### config.mk
export PLATFORM = sky130hd
export DESIGN_NAME = mips_multicycle_ctrl
export DESIGN_NICKNAME = d
export VERILOG_FILES = /design/src/rtl/mips_multicycle_ctrl.sv
export SDC_FILE = /design/constraint.sdc
export NUM_CORES = 1
export LEC_CHECK = 0
export CAP_MARGIN = 30
export CORE_MARGIN = 2
export CORE_UTILIZATION = 38
export DETAILED_ROUTE_END_ITERATION = 8
export MAX_ROUTING_LAYER = met4
export PLACE_DENSITY = 0.59
export SLEW_MARGIN = 20
export SYNTH_ARGS = -nofsm -noshare
export SYNTH_HDL_FRONTEND = slang
export SYNTH_SLANG_ARGS = --single-unit
export TNS_END_PERCENT = 1
### constraint.sdc
create_clock -name clk -period 2.63 [get_ports clk]
set_input_delay 0.526 -clock clk [delete_from_list [all_inputs] [get_ports clk]]
set_output_delay 0.526 -clock clk [all_outputs]
set_load 0.05 [all_outputs]
### src/rtl/mips_multicycle_ctrl.sv
// Main control FSM for the multicycle MIPS datapath: fetch/decode/execute/memory/writeback
// sequencing with a bounded memory-ready wait and a sticky halt on illegal opcodes or bus errors.
module mips_multicycle_ctrl #(
    parameter int unsigned MEM_TIMEOUT = 16,
    parameter int unsigned TO_W        = 5
) (
    input  logic       clk,
    input  logic       reset,
    input  logic [5:0] opcode,
    input  logic [5:0] funct,
    input  logic       zero,
    input  logic       mem_ready,
    output logic       iord,
    output logic       mem_read,
    output logic       mem_write,
    output logic       ir_write,
    output logic       reg_dst,
    output logic       mem_to_reg,
    output logic       reg_write,
    output logic       alu_src_a,
    output logic [1:0] alu_src_b,
    output logic [2:0] alu_control,
    output logic [1:0] pc_src,
    output logic       pc_en,
    output logic       halted,
    output logic       bus_error
);

    localparam logic [5:0] OP_RTYPE = 6'b000000;
    localparam logic [5:0] OP_LW    = 6'b100011;
    localparam logic [5:0] OP_SW    = 6'b101011;
    localparam logic [5:0] OP_BEQ   = 6'b000100;
    localparam logic [5:0] OP_ADDI  = 6'b001000;
    localparam logic [5:0] OP_J     = 6'b000010;

    typedef enum logic [3:0] {
        S_FETCH, S_DECODE, S_MEMADR, S_MEMRD, S_MEMWB, S_MEMWR, S_EXEC,
        S_ALUWB, S_BRANCH, S_ADDIEX, S_ADDIWB, S_JUMP, S_HALT
    } state_t;

    // Registered per-state control word; fetch_hs/branch/jump qualify the input-dependent strobes.
    typedef struct packed {
        logic       iord;
        logic       mem_read;
        logic       mem_write;
        logic       reg_dst;
        logic       mem_to_reg;
        logic       reg_write;
        logic       alu_src_a;
        logic [1:0] alu_src_b;
        logic [2:0] alu_control;
        logic [1:0] pc_src;
        logic       fetch_hs;
        logic       branch;
        logic       jump;
    } ctrl_t;

    state_t          state;
    state_t          state_next;
    ctrl_t           ctrl;
    logic [TO_W-1:0] cnt;
    logic [TO_W-1:0] cnt_next;
    logic            halted_q;
    logic            bus_error_q;
    logic            wait_st;
    logic            timeout;

    function automatic logic funct_ok(input logic [5:0] f);
        case (f)
            6'b100000, 6'b100010, 6'b100100, 6'b100101, 6'b101010: funct_ok = 1'b1;
            default:                                               funct_ok = 1'b0;
        endcase
    endfunction

    function automatic logic [2:0] funct_alu(input logic [5:0] f);
        case (f)
            6'b100010: funct_alu = 3'b110;
            6'b100100: funct_alu = 3'b000;
            6'b100101: funct_alu = 3'b001;
            6'b101010: funct_alu = 3'b111;
            default:   funct_alu = 3'b010;
        endcase
    endfunction

    function automatic ctrl_t decode_ctrl(input state_t s, input logic [5:0] f);
        ctrl_t c;
        c = '0;
        case (s)
            S_FETCH: begin
                c.mem_read    = 1'b1;
                c.alu_src_b   = 2'b01;
                c.alu_control = 3'b010;
                c.fetch_hs    = 1'b1;
            end
            S_DECODE: begin
                c.alu_src_b   = 2'b11;
                c.alu_control = 3'b010;
            end
            S_MEMADR, S_ADDIEX: begin
                c.alu_src_a   = 1'b1;
                c.alu_src_b   = 2'b10;
                c.alu_control = 3'b010;
            end
            S_MEMRD: begin
                c.iord     = 1'b1;
                c.mem_read = 1'b1;
            end
            S_MEMWB: begin
                c.mem_to_reg = 1'b1;
                c.reg_write  = 1'b1;
            end
            S_MEMWR: begin
                c.iord      = 1'b1;
                c.mem_write = 1'b1;
            end
            S_EXEC: begin
                c.alu_src_a   = 1'b1;
                c.alu_control = funct_alu(f);
            end
            S_ALUWB: begin
                c.reg_dst   = 1'b1;
                c.reg_write = 1'b1;
            end
            S_BRANCH: begin
                c.alu_src_a   = 1'b1;
                c.alu_control = 3'b110;
                c.pc_src      = 2'b01;
                c.branch      = 1'b1;
            end
            S_ADDIWB: c.reg_write = 1'b1;
            S_JUMP: begin
                c.pc_src = 2'b10;
                c.jump   = 1'b1;
            end
            default: c = '0;
        endcase
        return c;
    endfunction

    // Next state, with the memory wait timeout overriding any wait-state decision.
    always_comb begin
        state_next = state;
        wait_st    = (state == S_FETCH) || (state == S_MEMRD) || (state == S_MEMWR);
        timeout    = wait_st && !mem_ready && (cnt == TO_W'(MEM_TIMEOUT));
        case (state)
            S_FETCH:  if (mem_ready) state_next = S_DECODE;
            S_DECODE: begin
                case (opcode)
                    OP_RTYPE:     state_next = funct_ok(funct) ? S_EXEC : S_HALT;
                    OP_LW, OP_SW: state_next = S_MEMADR;
                    OP_BEQ:       state_next = S_BRANCH;
                    OP_ADDI:      state_next = S_ADDIEX;
                    OP_J:         state_next = S_JUMP;
                    default:      state_next = S_HALT;
                endcase
            end
            S_MEMADR: state_next = (opcode == OP_SW) ? S_MEMWR : S_MEMRD;
            S_MEMRD:  if (mem_ready) state_next = S_MEMWB;
            S_MEMWR:  if (mem_ready) state_next = S_FETCH;
            S_EXEC:   state_next = S_ALUWB;
            S_ADDIEX: state_next = S_ADDIWB;
            S_MEMWB, S_ALUWB, S_BRANCH, S_ADDIWB, S_JUMP: state_next = S_FETCH;
            S_HALT:   state_next = S_HALT;
            default:  state_next = S_HALT;
        endcase
        if (timeout) state_next = S_HALT;
        if (!wait_st || mem_ready || (state_next != state)) cnt_next = '0;
        else                                                cnt_next = cnt + TO_W'(1);
    end

    always_ff @(posedge clk or posedge reset) begin
        if (reset) begin
            state       <= S_FETCH;
            ctrl        <= decode_ctrl(S_FETCH, 6'd0);
            cnt         <= '0;
            halted_q    <= 1'b0;
            bus_error_q <= 1'b0;
        end else begin
            state <= state_next;
            ctrl  <= decode_ctrl(state_next, funct);
            cnt   <= cnt_next;
            if (state_next == S_HALT) halted_q <= 1'b1;
            if (timeout)              bus_error_q <= 1'b1;
        end
    end

    // Reset masks every output immediately so an in-flight write strobe cannot survive it.
    always_comb begin
        iord        = 1'b0;
        mem_read    = 1'b0;
        mem_write   = 1'b0;
        ir_write    = 1'b0;
        reg_dst     = 1'b0;
        mem_to_reg  = 1'b0;
        reg_write   = 1'b0;
        alu_src_a   = 1'b0;
        alu_src_b   = 2'b00;
        alu_control = 3'b000;
        pc_src      = 2'b00;
        pc_en       = 1'b0;
        halted      = 1'b0;
        bus_error   = 1'b0;
        if (!reset) begin
            iord        = ctrl.iord;
            mem_read    = ctrl.mem_read;
            mem_write   = ctrl.mem_write;
            ir_write    = ctrl.fetch_hs & mem_ready;
            reg_dst     = ctrl.reg_dst;
            mem_to_reg  = ctrl.mem_to_reg;
            reg_write   = ctrl.reg_write;
            alu_src_a   = ctrl.alu_src_a;
            alu_src_b   = ctrl.alu_src_b;
            alu_control = ctrl.alu_control;
            pc_src      = ctrl.pc_src;
            pc_en       = (ctrl.fetch_hs & mem_ready) | (ctrl.branch & zero) | ctrl.jump;
            halted      = halted_q;
            bus_error   = bus_error_q;
        end
    end

endmodule

Word level (Yosys, flattened, before mapping) --
Index checks and enable logic that the tools add are counted.
Operators by class: shifts and indexed selects 0, equal/unequal tests 35, magnitude comparators 0, bitwise gates (word level) 4, muxes and demuxes 40, divide/modulo/power cells 0, $mul 0, reductions and logical operators 20, $add $sub $neg 1
Operator list (count):
- $eq 6x6->1 const B | 7
- $eq 4x4->1 const B | 9
- $eq 4x3->1 const B | 8
- $pmux 4 s8 | 1
- $mux 1 | 24
- $mux 4 | 5
- $pmux 4 s5 | 1
- $eq 4x2->1 const B | 4
- $pmux 3 s4 | 1
- $reduce_or 5->1 | 2
- $pmux 3 s3 | 1
- $eq 4x1->1 const B | 2
- $logic_not 4->1 | 2
- $reduce_or 2->1 | 4
- $reduce_or 4->1 | 2
- $eq 6x2->1 const B | 1
- $eq 6x3->1 const B | 1
- $eq 6x4->1 const B | 1
- $logic_not 6->1 | 1
- $mux 3 | 2
- $pmux 2 s3 | 1
- $add 5x1->5 const B | 1
- $eq 5x5->1 const B | 1
- $mux 5 | 1
- 9 further kinds | 17
Word-level totals: bits in latches 0, word-level logic and storage cells 117, memory bits (read-only) 0, register bits after elaboration 28, output and inout port bits 18, memory bits (writable) 0, memories 0

Longest topological paths before layout --
Gate-level depths: netlist of the first run.
depth after elaboration 12, mapped depth 8

Worst setup path before layout of the first run --
No wires, ideal clock.
path type input to output, from in reset, to out pc_en, path slack -0.106 ns, arrival 2.210 ns, buffers on the path 0, required time 2.104 ns, stages on the path 3, cells stage by stage inv_1 > and3_1 > o21bai_1
On the way: word-level cells in the longest chain between the ends 1
Ends and longest elaborated chain:
- start: declaration | line 8 | input logic reset,
- $mux 1 | line 203 | if (!reset) begin
- end: declaration | line 24 | output logic pc_en,
No other way between the ends.

Worst setup path in the final report of the first run --
from in mem_ready, to reg ctrl[7] (netlist bit)
On the way: word-level cells in the longest chain between the ends 7
Ends and longest elaborated chain:
- start: declaration | line 12 | input logic mem_ready,
- parallel branches: the longest is 3 deep, another holds $pmux 4 s8
- $mux 4 * | line 166 | if (timeout) state_next = S_HALT;
- $eq 4x2->1 (tied with other cells) | line 88 | case (s)
- $reduce_or 4->1 (no line)
- $pmux 3 s3 * | line 88
- end signal: assignment | line 174 | ctrl <= decode_ctrl(S_FETCH, 6'd0);
- end signal: assignment | line 180 | ctrl <= decode_ctrl(state_next, funct);
- end: declaration | line 60 | ctrl_t ctrl;
Mark *: on every way between the ends. A chain may end at the register's enable or synchronous reset.

==> report_table.html, run 1 <==
<table>
<tr><th>Metric</th><th>Value</th></tr>
<tr><th colspan="2">Run status</th></tr>
<tr><td>Run status</td><td>complete, no violations</td></tr>
<tr><th colspan="2">Job</th></tr>
<tr><td>Max capacitance violation total</td><td>0</td></tr>
<tr><th colspan="2">Hold path</th></tr>
<tr><td>Hold endpoint</td><td>halted_q$_DFFE_PP0N_</td></tr>
<tr><td>Worst hold path stage count</td><td>1</td></tr>
<tr><td>Min-delay src</td><td>halted_q$_DFFE_PP0N_</td></tr>
<tr><td>Class of the worst hold path</td><td>reg2reg</td></tr>
<tr><th colspan="2">Clock tree</th></tr>
<tr><td>CTS resizes</td><td>0</td></tr>
<tr><td>Post-CTS repair timing setup buffer count</td><td>0</td></tr>
<tr><td>Clk sinks</td><td>27</td></tr>
<tr><td>Worst-case clock buffer depth</td><td>2</td></tr>
<tr><td>H-Tree Depth</td><td>1</td></tr>
<tr><td>Skew-Pair Late Insertion Delay</td><td>260 ps</td></tr>
<tr><td>Root Buffer Master</td><td>clkbuf_8</td></tr>
<tr><td>Number of buffers inserted for hold repair after clock tree synthesis</td><td>0</td></tr>
<tr><td>Clock slew at the register clock pins of the worst setup and hold paths</td><td>90 ps</td></tr>
<tr><td>Inserted Clock Buffers</td><td>3</td></tr>
<tr><td>TritonCTS clock tree</td><td>done</td></tr>
<tr><th colspan="2">Final layout</th></tr>
<tr><td>Fin cells</td><td>255</td></tr>
<tr><td>Most frequent standard cell in the layout excluding fill and tap cells</td><td>dfrtp_1</td></tr>
<tr><td>Fraction of layout cells with a size suffix above 1</td><td>0.259</td></tr>
<tr><td>Most used cells in the layout excluding fill and tap cells</td><td>dfrtp_1 (23), nor2b_1 (20), buf_12 (16)</td></tr>
<tr><td>Antenna diode count</td><td>0</td></tr>
<tr><td>Synthesis-to-finish area growth</td><td>41.0%</td></tr>
<tr><td>FILL cells</td><td>363</td></tr>
<tr><td>Footprint of the multi-input gates</td><td>872 sq um</td></tr>
<tr><td>Sequential cell area</td><td>681 sq um</td></tr>
<tr><td>Final-stage net count</td><td>224</td></tr>
<tr><td>Core occupancy in the finished layout</td><td>0.562</td></tr>
<tr><th colspan="2">Global route</th></tr>
<tr><td>Wire length of the first global-routing pass</td><td>5.86 mm</td></tr>
<tr><td>Number of antenna violations at the first check in global routing</td><td>0</td></tr>
<tr><td>Largest net degree at the start of global routing</td><td>28</td></tr>
<tr><td>Overall global routing resource usage</td><td>0.168</td></tr>
<tr><td>GRT overflow</td><td>0</td></tr>
<tr><td>Vias in the first global route</td><td>1,267</td></tr>
<tr><th colspan="2">Route</th></tr>
<tr><td>1st-pass router iterations</td><td>4</td></tr>
<tr><td>Violation count after the first detailed-routing iteration</td><td>41</td></tr>
<tr><td>Via density</td><td>5.14</td></tr>
<tr><td>Routed WL</td><td>3.41 mm</td></tr>
<tr><td>Vias after detailed routing</td><td>1,311</td></tr>
<tr><td>DRC violation count after routing</td><td>0</td></tr>
<tr><td>Number of antenna-violating nets in the routed design</td><td>0</td></tr>
<tr><td>Average detailed-routed wire length per instance</td><td>13.4 um</td></tr>
<tr><th colspan="2">Synthesis</th></tr>
<tr><td>Post-synthesis cell type with the largest combined area</td><td>dfrtp_1</td></tr>
<tr><td>Avg Synthesized Cell Area</td><td>9.91 sq um</td></tr>
<tr><td>Area share of the largest cell type after synthesis</td><td>0.359</td></tr>
<tr><td>Synth Warn #</td><td>0</td></tr>
<tr><td>Count of cell types in the netlist</td><td>47</td></tr>
<tr><td>Largest cells by area after synthesis</td><td>dfrtp_1 (36%), nor2b_1 (7.8%), dfstp_2 (6.5%)</td></tr>
<tr><td>Post-Syn Instances</td><td>162</td></tr>
<tr><td>Synthesized netlist net count</td><td>180</td></tr>
<tr><td>Dominant synthesized flop cell</td><td>dfrtp_1</td></tr>
<tr><td>Share of synthesized flip-flops with an asynchronous set or reset</td><td>1.00</td></tr>
<tr><td>Sequential cell area fraction in the yosys report</td><td>0.424</td></tr>
<tr><td>Post-synth EDFFs</td><td>0</td></tr>
<tr><td>Seq cells post-synth</td><td>27</td></tr>
<tr><td>Post-Syn Area</td><td>1610 sq um</td></tr>
<tr><th colspan="2">Pwr</th></tr>
<tr><td>Ratio of total power to cell area</td><td>813 nW/um^2</td></tr>
<tr><td>Leak Pwr</td><td>0.990 nW</td></tr>
<tr><td>Peak supply drop</td><td>0.000271 V</td></tr>
<tr><th colspan="2">STA</th></tr>
<tr><td>Max-slew violations</td><td>0</td></tr>
<tr><td>Number of setup violations in the final report</td><td>0</td></tr>
<tr><td>Tightest slew margin relative to the limit</td><td>0.626</td></tr>
<tr><td>Worst clock skew on the final layout</td><td>3.64 ps</td></tr>
<tr><td>RSZ-0062 raised after global routing</td><td>false</td></tr>
<tr><td>Final hold slack</td><td>464 ps</td></tr>
<tr><td>Pin slew with the least headroom to its limit</td><td>560 ps</td></tr>
<tr><td>Maximum operating frequency</td><td>425 MHz</td></tr>
<tr><td>Final number of hold-violating endpoints</td><td>0</td></tr>
<tr><td>Part of the cycle the worst path needs</td><td>0.895</td></tr>
<tr><td>Tmin final</td><td>2350 ps</td></tr>
<tr><th colspan="2">Die</th></tr>
<tr><td>CORE AREA</td><td>4030 sq um</td></tr>
<tr><td>Top Ports</td><td>34</td></tr>
<tr><td>Die span in y</td><td>69.0 um</td></tr>
<tr><td>Effective utilization at floorplan</td><td>0.398</td></tr>
<tr><td>Horiz. Die Dim</td><td>69.0 um</td></tr>
<tr><td>Cell Rows</td><td>23</td></tr>
<tr><td>Die area</td><td>4760 sq um</td></tr>
<tr><th colspan="2">Setup path</th></tr>
<tr><td>Capture instance of the worst register-to-register path</td><td>cnt[0]$_DFF_PP0_</td></tr>
<tr><td>Cell chain of the critical path</td><td>clkdlybuf4s50_1, and4bb_2, nor2b_1, o32ai_2, o21ai_0, and3_1, a32o_1</td></tr>
<tr><td>Worst setup slack for register-to-register paths</td><td>400 ps</td></tr>
<tr><td>Reg2Reg Depth</td><td>6</td></tr>
<tr><td>Peak fanout along the critical path</td><td>7</td></tr>
<tr><td>CP Data Required Time</td><td>2780 ps</td></tr>
<tr><td>Endpoint kind of the worst setup timing path</td><td>flop</td></tr>
<tr><td>WS Path Type</td><td>in2reg</td></tr>
<tr><td>Critical path launch point type</td><td>input pin</td></tr>
<tr><td>Worst flop-to-flop path startpoint</td><td>state[2]$_DFF_PP0_</td></tr>
<tr><td>Cell with the biggest individual delay on the critical path</td><td>clkdlybuf4s50_1</td></tr>
<tr><td>Crit path arrival time</td><td>2510 ps</td></tr>
<tr><td>Slowest cell delay on critical path</td><td>620 ps</td></tr>
<tr><th colspan="2">Place</th></tr>
<tr><td>Placer's final routability congestion estimate</td><td>0.818</td></tr>
<tr><td>Placed Instances</td><td>251</td></tr>
<tr><td>Total half-perimeter wirelength after legalization and detailed placement</td><td>2.78 mm</td></tr>
<tr><td>Number of input and output port buffers inserted</td><td>33</td></tr>
</table>
## routing by layer
layer,routed length [um],up-vias,share of wire,track usage
met4,27,0,0.0079,0.0490
li1,-,664,-,-
met5,0,-,0,-
met2,1700,26,0.50,0.282
met3,111,2,0.033,0.00487
met1,1570,619,0.46,0.224
## Yosys cell counts (all sizes together) (2+ instances only)
| library cell | instances |
|---|---|
| nor2 | 5 |
| clkbuf | 2 |
| a22oi | 2 |
| nor3 | 7 |
| dfrtp | 23 |
| or2 | 2 |
| mux2i | 2 |
| nor4b | 3 |
| and3 | 6 |
| nor3b | 4 |
| a32o | 2 |
| nand2 | 9 |
| a2111oi | 3 |
| dfstp | 4 |
| ha | 2 |
| xor2 | 6 |
| nand3 | 6 |
| o21ai | 6 |
| o211ai | 2 |
| and2 | 5 |
| a21oi | 7 |
| nand2b | 5 |
| inv | 6 |
| a21o | 5 |
| xnor2 | 2 |
| nor4 | 2 |
| nor2b | 20 |
| a211oi | 2 |
| buf | 4 |
## state kept, by name, summed over array words and instances, names as in the netlist
signal       flops
ctrl            16
cnt              5
state            4
bus_error_q      1
halted_q         1
## how the worst max path moves through the flow
| stage | start | endpoint | slack [ps] | cells after the start |
|---|---|---|---|---|
| after floorplan | reset | pc_en | 190 | 3 |
| after global placement | mem_ready | ctrl[7]$_DFF_PP0_ | -3 | 7 |
| after detailed placement | mem_ready | ctrl[7]$_DFF_PP0_ | -10 | 7 |
| after CTS | mem_ready | ctrl[7]$_DFF_PP0_ | 280 | 7 |
| after global routing | mem_ready | ctrl[4]$_DFF_PP0_ | 80 | 8 |
| final | mem_ready | ctrl[7]$_DFF_PP0_ | 280 | 7 |
## cell type report
type / instances / area share
Clock buffer: 3 / 0.0182
Inverter: 6 / 0.0116
Timing Repair Buffer: 45 / 0.254
Tap cell: 50 / 0.0276
Sequential cell: 27 / 0.301
Multi-Input combinational cell: 123 / 0.385
Clock inverter: 1 / 0.00221
## worst max-delay path: cells and delay by family
family	cells	cell delay, ps
AO/OA/AOI/OAI	3	690
buffers and inverters	1	620
AND/OR/NAND/NOR	3	650
## per-stage QoR
step | total power, mW | setup TNS (ps) | instance area, sq um | setup WS, ps
finish | 1.84 | 0 | 2260 | 277
global route | 1.98 | 0 | 2260 | 76.3
CTS | 1.85 | 0 | 2260 | 276
detailed placement | 1.62 | -13.3 | 2220 | -13.3
global placement | 1.60 | -3.41 | 2220 | -3.41
floorplan | 1.24 | 0 | 1610 | 192
## kinds of logic after synthesis
group                      count (synthesis)  share of synthesized area
and+or+nand+nor                           77                      0.285
adders and majority gates                  2                     0.0156
DFF                                       27                      0.424
buffers and inverters                     12                     0.0327
AOI/OAI and AO/OA                         34                      0.182
muxes                                      2                     0.0125
xor gates and xnor gates                   8                     0.0483
## where the power goes
group	internal, mW	total [mW]	switching, mW
clock	0.106	0.227	0.121
combinational	0.446	0.972	0.526
sequential	0.536	0.640	0.105
total	1.09	1.84	0.751
(Power assumes the default switching activity.)
==> run 2, diff against run 1 <==
- clock period: 2.63 -> 2.26 ns (I/O delays scaled with it)
==> report_table.html, run 2 (synthesis results as in run 1) <==
<table>
<tr><th>Metric</th><th>Value</th></tr>
<tr><th colspan="2">Route</th></tr>
<tr><td>Via density</td><td>5.20</td></tr>
<tr><td>Vias after detailed routing</td><td>1,399</td></tr>
<tr><td>Violation count after the first detailed-routing iteration</td><td>22</td></tr>
<tr><td>Number of antenna-violating nets in the routed design</td><td>0</td></tr>
<tr><td>Routed WL</td><td>3.62 mm</td></tr>
<tr><td>Average detailed-routed wire length per instance</td><td>13.5 um</td></tr>
<tr><td>1st-pass router iterations</td><td>4</td></tr>
<tr><td>DRC violation count after routing</td><td>0</td></tr>
<tr><th colspan="2">Final layout</th></tr>
<tr><td>Leading registers by flop count</td><td>ctrl x16, cnt x5, state x4</td></tr>
<tr><td>Synthesis-to-finish area growth</td><td>50.1%</td></tr>
<tr><td>Most used cells in the layout excluding fill and tap cells</td><td>buf_4 (28), dfrtp_1 (23), nor2b_1 (20)</td></tr>
<tr><td>Fraction of layout cells with a size suffix above 1</td><td>0.333</td></tr>
<tr><td>Final instance area</td><td>2410 sq um</td></tr>
<tr><td>FILL cells</td><td>347</td></tr>
<tr><td>Final-stage net count</td><td>238</td></tr>
<tr><td>Core occupancy in the finished layout</td><td>0.598</td></tr>
<tr><td>Flip-flop count of the largest register, all copies and words added</td><td>16</td></tr>
<tr><td>Antenna diode count</td><td>0</td></tr>
<tr><td>Most frequent standard cell in the layout excluding fill and tap cells</td><td>buf_4</td></tr>
<tr><td>Register bank with the most flops</td><td>ctrl</td></tr>
<tr><th colspan="2">Clock tree</th></tr>
<tr><td>TritonCTS clock tree</td><td>done</td></tr>
<tr><td>Worst-case clock buffer depth</td><td>2</td></tr>
<tr><td>Skew-Pair Late Insertion Delay</td><td>270 ps</td></tr>
<tr><td>Number of buffers inserted for hold repair after clock tree synthesis</td><td>0</td></tr>
<tr><td>Clk sinks</td><td>27</td></tr>
<tr><td>Post-CTS repair timing setup buffer count</td><td>0</td></tr>
<tr><td>Root Buffer Master</td><td>clkbuf_8</td></tr>
<tr><td>Inserted Clock Buffers</td><td>3</td></tr>
<tr><td>Clock slew at the register clock pins of the worst setup and hold paths</td><td>90 ps</td></tr>
<tr><td>H-Tree Depth</td><td>1</td></tr>
<tr><th colspan="2">STA</th></tr>
<tr><td>Pin slew with the least headroom to its limit</td><td>463 ps</td></tr>
<tr><td>Final setup TNS</td><td>0 ps</td></tr>
<tr><td>Tmin final</td><td>2190 ps</td></tr>
<tr><td>Worst clock skew on the final layout</td><td>7.41 ps</td></tr>
<tr><td>Tightest slew margin relative to the limit</td><td>0.690</td></tr>
<tr><td>Final number of hold-violating endpoints</td><td>0</td></tr>
<tr><td>Final hold slack</td><td>463 ps</td></tr>
<tr><td>Maximum operating frequency</td><td>457 MHz</td></tr>
<tr><td>Max-slew violations</td><td>0</td></tr>
<tr><td>Number of setup violations in the final report</td><td>0</td></tr>
<tr><td>Part of the cycle the worst path needs</td><td>0.968</td></tr>
<tr><th colspan="2">Pwr</th></tr>
<tr><td>Share of total power in the clock network</td><td>0.118</td></tr>
<tr><td>Switching Share</td><td>0.407</td></tr>
<tr><td>Peak supply drop</td><td>0.000356 V</td></tr>
<tr><td>Reported net switching power</td><td>0.925 mW</td></tr>
<tr><td>Internal power summed over all cells</td><td>1.35 mW</td></tr>
<tr><td>Sequential Power Share</td><td>0.314</td></tr>
<tr><td>Leak Pwr</td><td>1.07 nW</td></tr>
<tr><td>Ratio of total power to cell area</td><td>944 nW/um^2</td></tr>
<tr><td>Proportion of power drawn by combinational gates</td><td>0.567</td></tr>
<tr><th colspan="2">Die</th></tr>
<tr><td>Effective utilization at floorplan</td><td>0.398</td></tr>
<tr><td>CORE AREA</td><td>4030 sq um</td></tr>
<tr><td>Cell Rows</td><td>23</td></tr>
<tr><td>Die area</td><td>4760 sq um</td></tr>
<tr><td>Horiz. Die Dim</td><td>69.0 um</td></tr>
<tr><td>Top Ports</td><td>34</td></tr>
<tr><td>Die span in y</td><td>69.0 um</td></tr>
<tr><th colspan="2">Global route</th></tr>
<tr><td>Gr busiest metal</td><td>met2</td></tr>
<tr><td>Wire length of the first global-routing pass</td><td>5.93 mm</td></tr>
<tr><td>Overall global routing resource usage</td><td>0.169</td></tr>
<tr><td>Largest net degree at the start of global routing</td><td>28</td></tr>
<tr><td>Number of antenna violations at the first check in global routing</td><td>0</td></tr>
<tr><td>Met1 usage in global routing</td><td>0.222</td></tr>
<tr><td>Vias in the first global route</td><td>1,322</td></tr>
<tr><td>Met2 Use GR</td><td>0.285</td></tr>
<tr><td>GRT overflow</td><td>0</td></tr>
<tr><td>Grt met3 use</td><td>0.00487</td></tr>
<tr><th colspan="2">Place</th></tr>
<tr><td>Number of input and output port buffers inserted</td><td>33</td></tr>
<tr><td>Total half-perimeter wirelength after legalization and detailed placement</td><td>2.94 mm</td></tr>
<tr><td>Placer's final routability congestion estimate</td><td>0.835</td></tr>
<tr><td>Area after DPL</td><td>2320 sq um</td></tr>
<tr><th colspan="2">Setup path</th></tr>
<tr><td>Critical path's top delay family</td><td>simple AND/OR/NAND/NOR gates</td></tr>
<tr><td>Crit path arrival time</td><td>2380 ps</td></tr>
<tr><td>Slowest cell delay on critical path</td><td>500 ps</td></tr>
<tr><td>Cell chain of the critical path</td><td>clkdlybuf4s50_1, nor3b_2, and3_1, nor2b_1, o311ai_2, buf_4, or2_2, a21oi_1</td></tr>
<tr><td>Critical path launch point type</td><td>input pin</td></tr>
<tr><td>Worst path buffer plus inverter count</td><td>2</td></tr>
<tr><td>Endpoint kind of the worst setup timing path</td><td>flop</td></tr>
<tr><td>WS Path Type</td><td>in2reg</td></tr>
<tr><td>Peak fanout along the critical path</td><td>6</td></tr>
<tr><td>Cell with the biggest individual delay on the critical path</td><td>clkdlybuf4s50_1</td></tr>
<tr><td>CP Data Required Time</td><td>2450 ps</td></tr>
<tr><th colspan="2">Hold path</th></tr>
<tr><td>Class of the worst hold path</td><td>reg2reg</td></tr>
<tr><th colspan="2">Job</th></tr>
<tr><td>Max capacitance violation total</td><td>0</td></tr>
<tr><th colspan="2">Run status</th></tr>
<tr><td>Run status</td><td>complete, no violations</td></tr>
</table>
==> run 2: cell types whose count changed in the layout (fill, tap and decap cells not counted), sizes merged <==
cell	before	now
dlygate4sd2	0	1
clkinv	1	0
dlymetal6s2s	0	1
clkbuf	3	4
clkdlybuf4s50	15	13
buf	30	44
==> run 2: power by group through the flow <==
stage | sequential [mW] | clock, mW | combinational [mW]
6_report | 0.715 | 0.269 | 1.29
5_1_grt | 0.733 | 0.297 | 1.39
4_1_cts | 0.711 | 0.272 | 1.27
3_5_place_dp | 0.720 | 0 | 1.26
3_3_place_gp | 0.717 | 0 | 1.24
2_1_floorplan | 0.674 | 0 | 0.771
==> run 2: routing by layer <==
layer	share of wire	routed length (um)
met1	0.45	1620
met2	0.51	1850
met3	0.035	127
met4	0.0075	27
met5	0	0
==> run 2: timing repair <==
action	4_1_cts	5_1_grt
endpoints found under the hold margin	0	0
endpoints found under the setup margin	4	7
gates resized for setup	4	6
==> run 2: through the flow <==
step	std cells	setup slack [ps]	power, mW
2_1_floorplan	162	45.7	1.45
3_3_place_gp	265	-271	1.95
3_5_place_dp	265	-368	1.98
4_1_cts	269	13.6	2.25
5_1_grt	269	-3.37	2.42
6_report	269	72.4	2.27
==> run 2: worst paths after layout <==
| kind | cells past startpoint | to | slack, ps | start |
|---|---|---|---|---|
| setup / recovery | 8 | ctrl[9]$_DFF_PP0_ | 70 | opcode[1] |
| hold / removal | 1 | halted_q$_DFFE_PP0N_ | 460 | halted_q$_DFFE_PP0N_ |
| setup reg to reg | 7 | ctrl[7]$_DFF_PP0_ | 120 | state[2]$_DFF_PP0_ |
| min in group asynchronous | 3 | ctrl[14]$_DFF_PP0_ | 660 | reset |
| max in group asynchronous | 3 | ctrl[2]$_DFF_PP1_ | 1300 | reset |
| hold reg to reg | 1 | halted_q$_DFFE_PP0N_ | 460 | halted_q$_DFFE_PP0N_ |
==> run 2: area by class of cell <==
class / instances / area (sq um) / share of cell area
repair buffers: 59 / 682 / 0.283
clock buffers: 4 / 45.0 / 0.0187
inverters: 6 / 26.3 / 0.0109
well taps: 50 / 62.6 / 0.0260
multi-input cells: 123 / 913 / 0.379
flip-flops and latches: 27 / 681 / 0.282
==> run 2: worst register-to-register path, stage by stage, from the launching register on <==
cell,delay (ps)
dfrtp_1,550
buf_4,220
o21ai_0,100
a211oi_1,450
a21oi_2,130
buf_4,170
o21ai_0,260
a32o_1,190
==> run 3, diff against run 2 <==
- CAP_MARGIN: 30 -> 15
- PLACE_DENSITY: 0.59 -> unset
- clock period: 2.26 -> 1.85 ns (I/O delays scaled with it)
==> report_table.html, run 3 (synthesis results as in run 1) <==
<table>
<tr><th>Metric</th><th>Value</th></tr>
<tr><th colspan="2">Setup path</th></tr>
<tr><td>Endpoint kind of the worst setup timing path</td><td>flop</td></tr>
<tr><td>Peak fanout along the critical path</td><td>7</td></tr>
<tr><td>Cell with the biggest individual delay on the critical path</td><td>dfrtp_2</td></tr>
<tr><td>Critical path's top delay family</td><td>compound AO/OA/AOI/OAI gates</td></tr>
<tr><td>Cell chain of the critical path</td><td>nand2b_4, a32o_2, a22oi_4, buf_6, nand2_4, a2111oi_4</td></tr>
<tr><td>Crit path arrival time</td><td>2070 ps</td></tr>
<tr><td>Critical path launch point type</td><td>flop</td></tr>
<tr><td>Slowest cell delay on critical path</td><td>490 ps</td></tr>
<tr><td>Worst path buffer plus inverter count</td><td>1</td></tr>
<tr><td>CP Data Required Time</td><td>2020 ps</td></tr>
<tr><td>WS Path Type</td><td>reg2reg</td></tr>
<tr><th colspan="2">Place</th></tr>
<tr><td>Number of input and output port buffers inserted</td><td>33</td></tr>
<tr><td>Total half-perimeter wirelength after legalization and detailed placement</td><td>3.08 mm</td></tr>
<tr><td>Placed Instances</td><td>281</td></tr>
<tr><td>Placer's final routability congestion estimate</td><td>0.841</td></tr>
<tr><th colspan="2">Job</th></tr>
<tr><td>Max capacitance violation total</td><td>0</td></tr>
<tr><th colspan="2">Route</th></tr>
<tr><td>1st-pass router iterations</td><td>4</td></tr>
<tr><td>DRC violation count after routing</td><td>0</td></tr>
<tr><td>Met1 wire length</td><td>1.81 mm</td></tr>
<tr><td>Violation count after the first detailed-routing iteration</td><td>102</td></tr>
<tr><td>Met3 WL post-DR</td><td>203 um</td></tr>
<tr><td>Via density</td><td>5.28</td></tr>
<tr><td>Detail Route met2 WL</td><td>2.40 mm</td></tr>
<tr><td>Vias after detailed routing</td><td>1,548</td></tr>
<tr><td>Max Used Layer</td><td>met4</td></tr>
<tr><td>Average detailed-routed wire length per instance</td><td>15.3 um</td></tr>
<tr><td>Number of antenna-violating nets in the routed design</td><td>0</td></tr>
<tr><td>Routed WL</td><td>4.49 mm</td></tr>
<tr><th colspan="2">Hold path</th></tr>
<tr><td>Class of the worst hold path</td><td>in2async</td></tr>
<tr><th colspan="2">Die</th></tr>
<tr><td>Die span in y</td><td>69.0 um</td></tr>
<tr><td>CORE AREA</td><td>4030 sq um</td></tr>
<tr><td>Top Ports</td><td>34</td></tr>
<tr><td>Cell Rows</td><td>23</td></tr>
<tr><td>Horiz. Die Dim</td><td>69.0 um</td></tr>
<tr><td>Die area</td><td>4760 sq um</td></tr>
<tr><td>Effective utilization at floorplan</td><td>0.398</td></tr>
<tr><th colspan="2">Final layout</th></tr>
<tr><td>Leading registers by flop count</td><td>ctrl x16, cnt x5, state x4</td></tr>
<tr><td>Antenna diode count</td><td>0</td></tr>
<tr><td>Register bank with the most flops</td><td>ctrl</td></tr>
<tr><td>Most used cells in the layout excluding fill and tap cells</td><td>buf_4 (45), dfrtp_1 (20), nor2b_1 (18)</td></tr>
<tr><td>Final-stage net count</td><td>262</td></tr>
<tr><td>Flip-flop count of the largest register, all copies and words added</td><td>16</td></tr>
<tr><td>Most frequent standard cell in the layout excluding fill and tap cells</td><td>buf_4</td></tr>
<tr><td>Synthesis-to-finish area growth</td><td>74.2%</td></tr>
<tr><td>Fraction of layout cells with a size suffix above 1</td><td>0.510</td></tr>
<tr><td>Fin cells</td><td>293</td></tr>
<tr><th colspan="2">Global route</th></tr>
<tr><td>Number of antenna violations at the first check in global routing</td><td>0</td></tr>
<tr><td>Largest net degree at the start of global routing</td><td>28</td></tr>
<tr><td>GRT overflow</td><td>0</td></tr>
<tr><td>Overall global routing resource usage</td><td>0.195</td></tr>
<tr><td>Vias in the first global route</td><td>1,510</td></tr>
<tr><td>Wire length of the first global-routing pass</td><td>6.84 mm</td></tr>
<tr><th colspan="2">Pwr</th></tr>
<tr><td>Ratio of total power to cell area</td><td>1230 nW/um^2</td></tr>
<tr><td>Leak Pwr</td><td>1.25 nW</td></tr>
<tr><td>Peak supply drop</td><td>0.000641 V</td></tr>
<tr><th colspan="2">STA</th></tr>
<tr><td>Number of setup violations in the final report</td><td>7</td></tr>
<tr><td>RSZ-0062 raised after global routing</td><td>true</td></tr>
<tr><td>Worst clock skew on the final layout</td><td>8.47 ps</td></tr>
<tr><td>Tmin final</td><td>1910 ps</td></tr>
<tr><td>Tightest slew margin relative to the limit</td><td>0.759</td></tr>
<tr><td>Max-slew violations</td><td>0</td></tr>
<tr><td>PnR worst setup slack</td><td>-55.5 ps</td></tr>
<tr><td>Pin slew with the least headroom to its limit</td><td>362 ps</td></tr>
<tr><td>Final setup TNS</td><td>-233 ps</td></tr>
<tr><td>Maximum operating frequency</td><td>525 MHz</td></tr>
<tr><td>Part of the cycle the worst path needs</td><td>1.03</td></tr>
<tr><td>Final number of hold-violating endpoints</td><td>0</td></tr>
<tr><th colspan="2">Clock tree</th></tr>
<tr><td>Clock slew at the register clock pins of the worst setup and hold paths</td><td>100 ps</td></tr>
<tr><td>Skew-Pair Late Insertion Delay</td><td>280 ps</td></tr>
<tr><td>Root Buffer Master</td><td>clkbuf_8</td></tr>
<tr><td>Number of buffers inserted for hold repair after clock tree synthesis</td><td>0</td></tr>
<tr><td>TritonCTS clock tree</td><td>done</td></tr>
<tr><td>H-Tree Depth</td><td>1</td></tr>
<tr><td>Clk sinks</td><td>27</td></tr>
<tr><td>Worst-case clock buffer depth</td><td>2</td></tr>
<tr><td>Inserted Clock Buffers</td><td>3</td></tr>
<tr><th colspan="2">Run status</th></tr>
<tr><td>Failing checks</td><td>setup timing</td></tr>
<tr><td>Run status</td><td>finished with violations</td></tr>
</table>
==> run 3: cell count changes in the layout (fill, tap and decap cells not counted), sizes merged <==
cell           change
clkdlybuf4s50      -8
buf               +24
clkdlybuf4s15      +1
clkinvlp           +1
dlymetal6s2s       +1
dlygate4sd2        +5
==> run 3: layout make-up <==
| cell class | instances | area, sq um |
|---|---|---|
| inverters | 6 | 26.3 |
| multi-input cells | 123 | 1090 |
| repair buffers | 83 | 883 |
| clock inverters | 1 | 7.51 |
| clock buffers | 3 | 41.3 |
| fillers | 299 | 1230 |
| well taps | 50 | 62.6 |
| flip-flops and latches | 27 | 684 |
==> run 3: power breakdown <==
part	internal [mW]	switching, mW	total, mW
clock	0.153	0.195	0.349
combinational	1.09	1.14	2.23
sequential	0.767	0.0945	0.862
==> run 3: what timing repair did <==
item,4_1_cts,5_1_grt
pin swaps,9,12
buffers inserted,5,3
endpoints found under the setup margin,22,20
gates resized for setup,33,30
cloned,0,0
==> run 3: worst paths after layout <==
kind                                            from              endpoint  slack [ps]  cells past startpoint
min in group clk                halted_q$_DFFE_PP0N_  halted_q$_DFFE_PP0N_         460                      1
worst max-delay path              state[2]$_DFF_PP0_      cnt[2]$_DFF_PP0_         -60                      6
worst min register to register  halted_q$_DFFE_PP0N_  halted_q$_DFFE_PP0N_         460                      1
worst min-delay path                           reset     ctrl[0]$_DFF_PP0_         350                      3
worst max register to register    state[2]$_DFF_PP0_      cnt[2]$_DFF_PP0_         -60                      6
max in group asynchronous                      reset     ctrl[8]$_DFF_PP1_        1200                      3
==> run 3: routing by layer <==
layer / vias up / global-route usage
met1: 751 / 0.244
met2: 54 / 0.345
li1: 736 / -
met4: 0 / 0.0539
met3: 7 / 0.00649
met5: - / -
==> run 3: metrics by stage <==
stage / hold slack [ps] / power [mW] / area, sq um / utilization / setup WS (ps)
finish: 354 / 3.44 / 2800 / 0.694 / -55.5
global route: 395 / 3.62 / 2800 / 0.694 / -107
CTS: 366 / 3.12 / 2650 / 0.658 / -51.2
detailed placement: 446 / 2.56 / 2450 / 0.608 / -687
global placement: 436 / 2.52 / 2450 / 0.608 / -600
floorplan: 270 / 1.77 / 1620 / - / -16.3
==> run 3: worst register-to-register path, delay by kind of cell, from the launching register on <==
| kind | cells | cell delay [ps] |
|---|---|---|
| and+or+nand+nor | 2 | 270 |
| buffers and inverters | 1 | 160 |
| DFF | 1 | 490 |
| AOI/OAI and AO/OA | 3 | 880 |
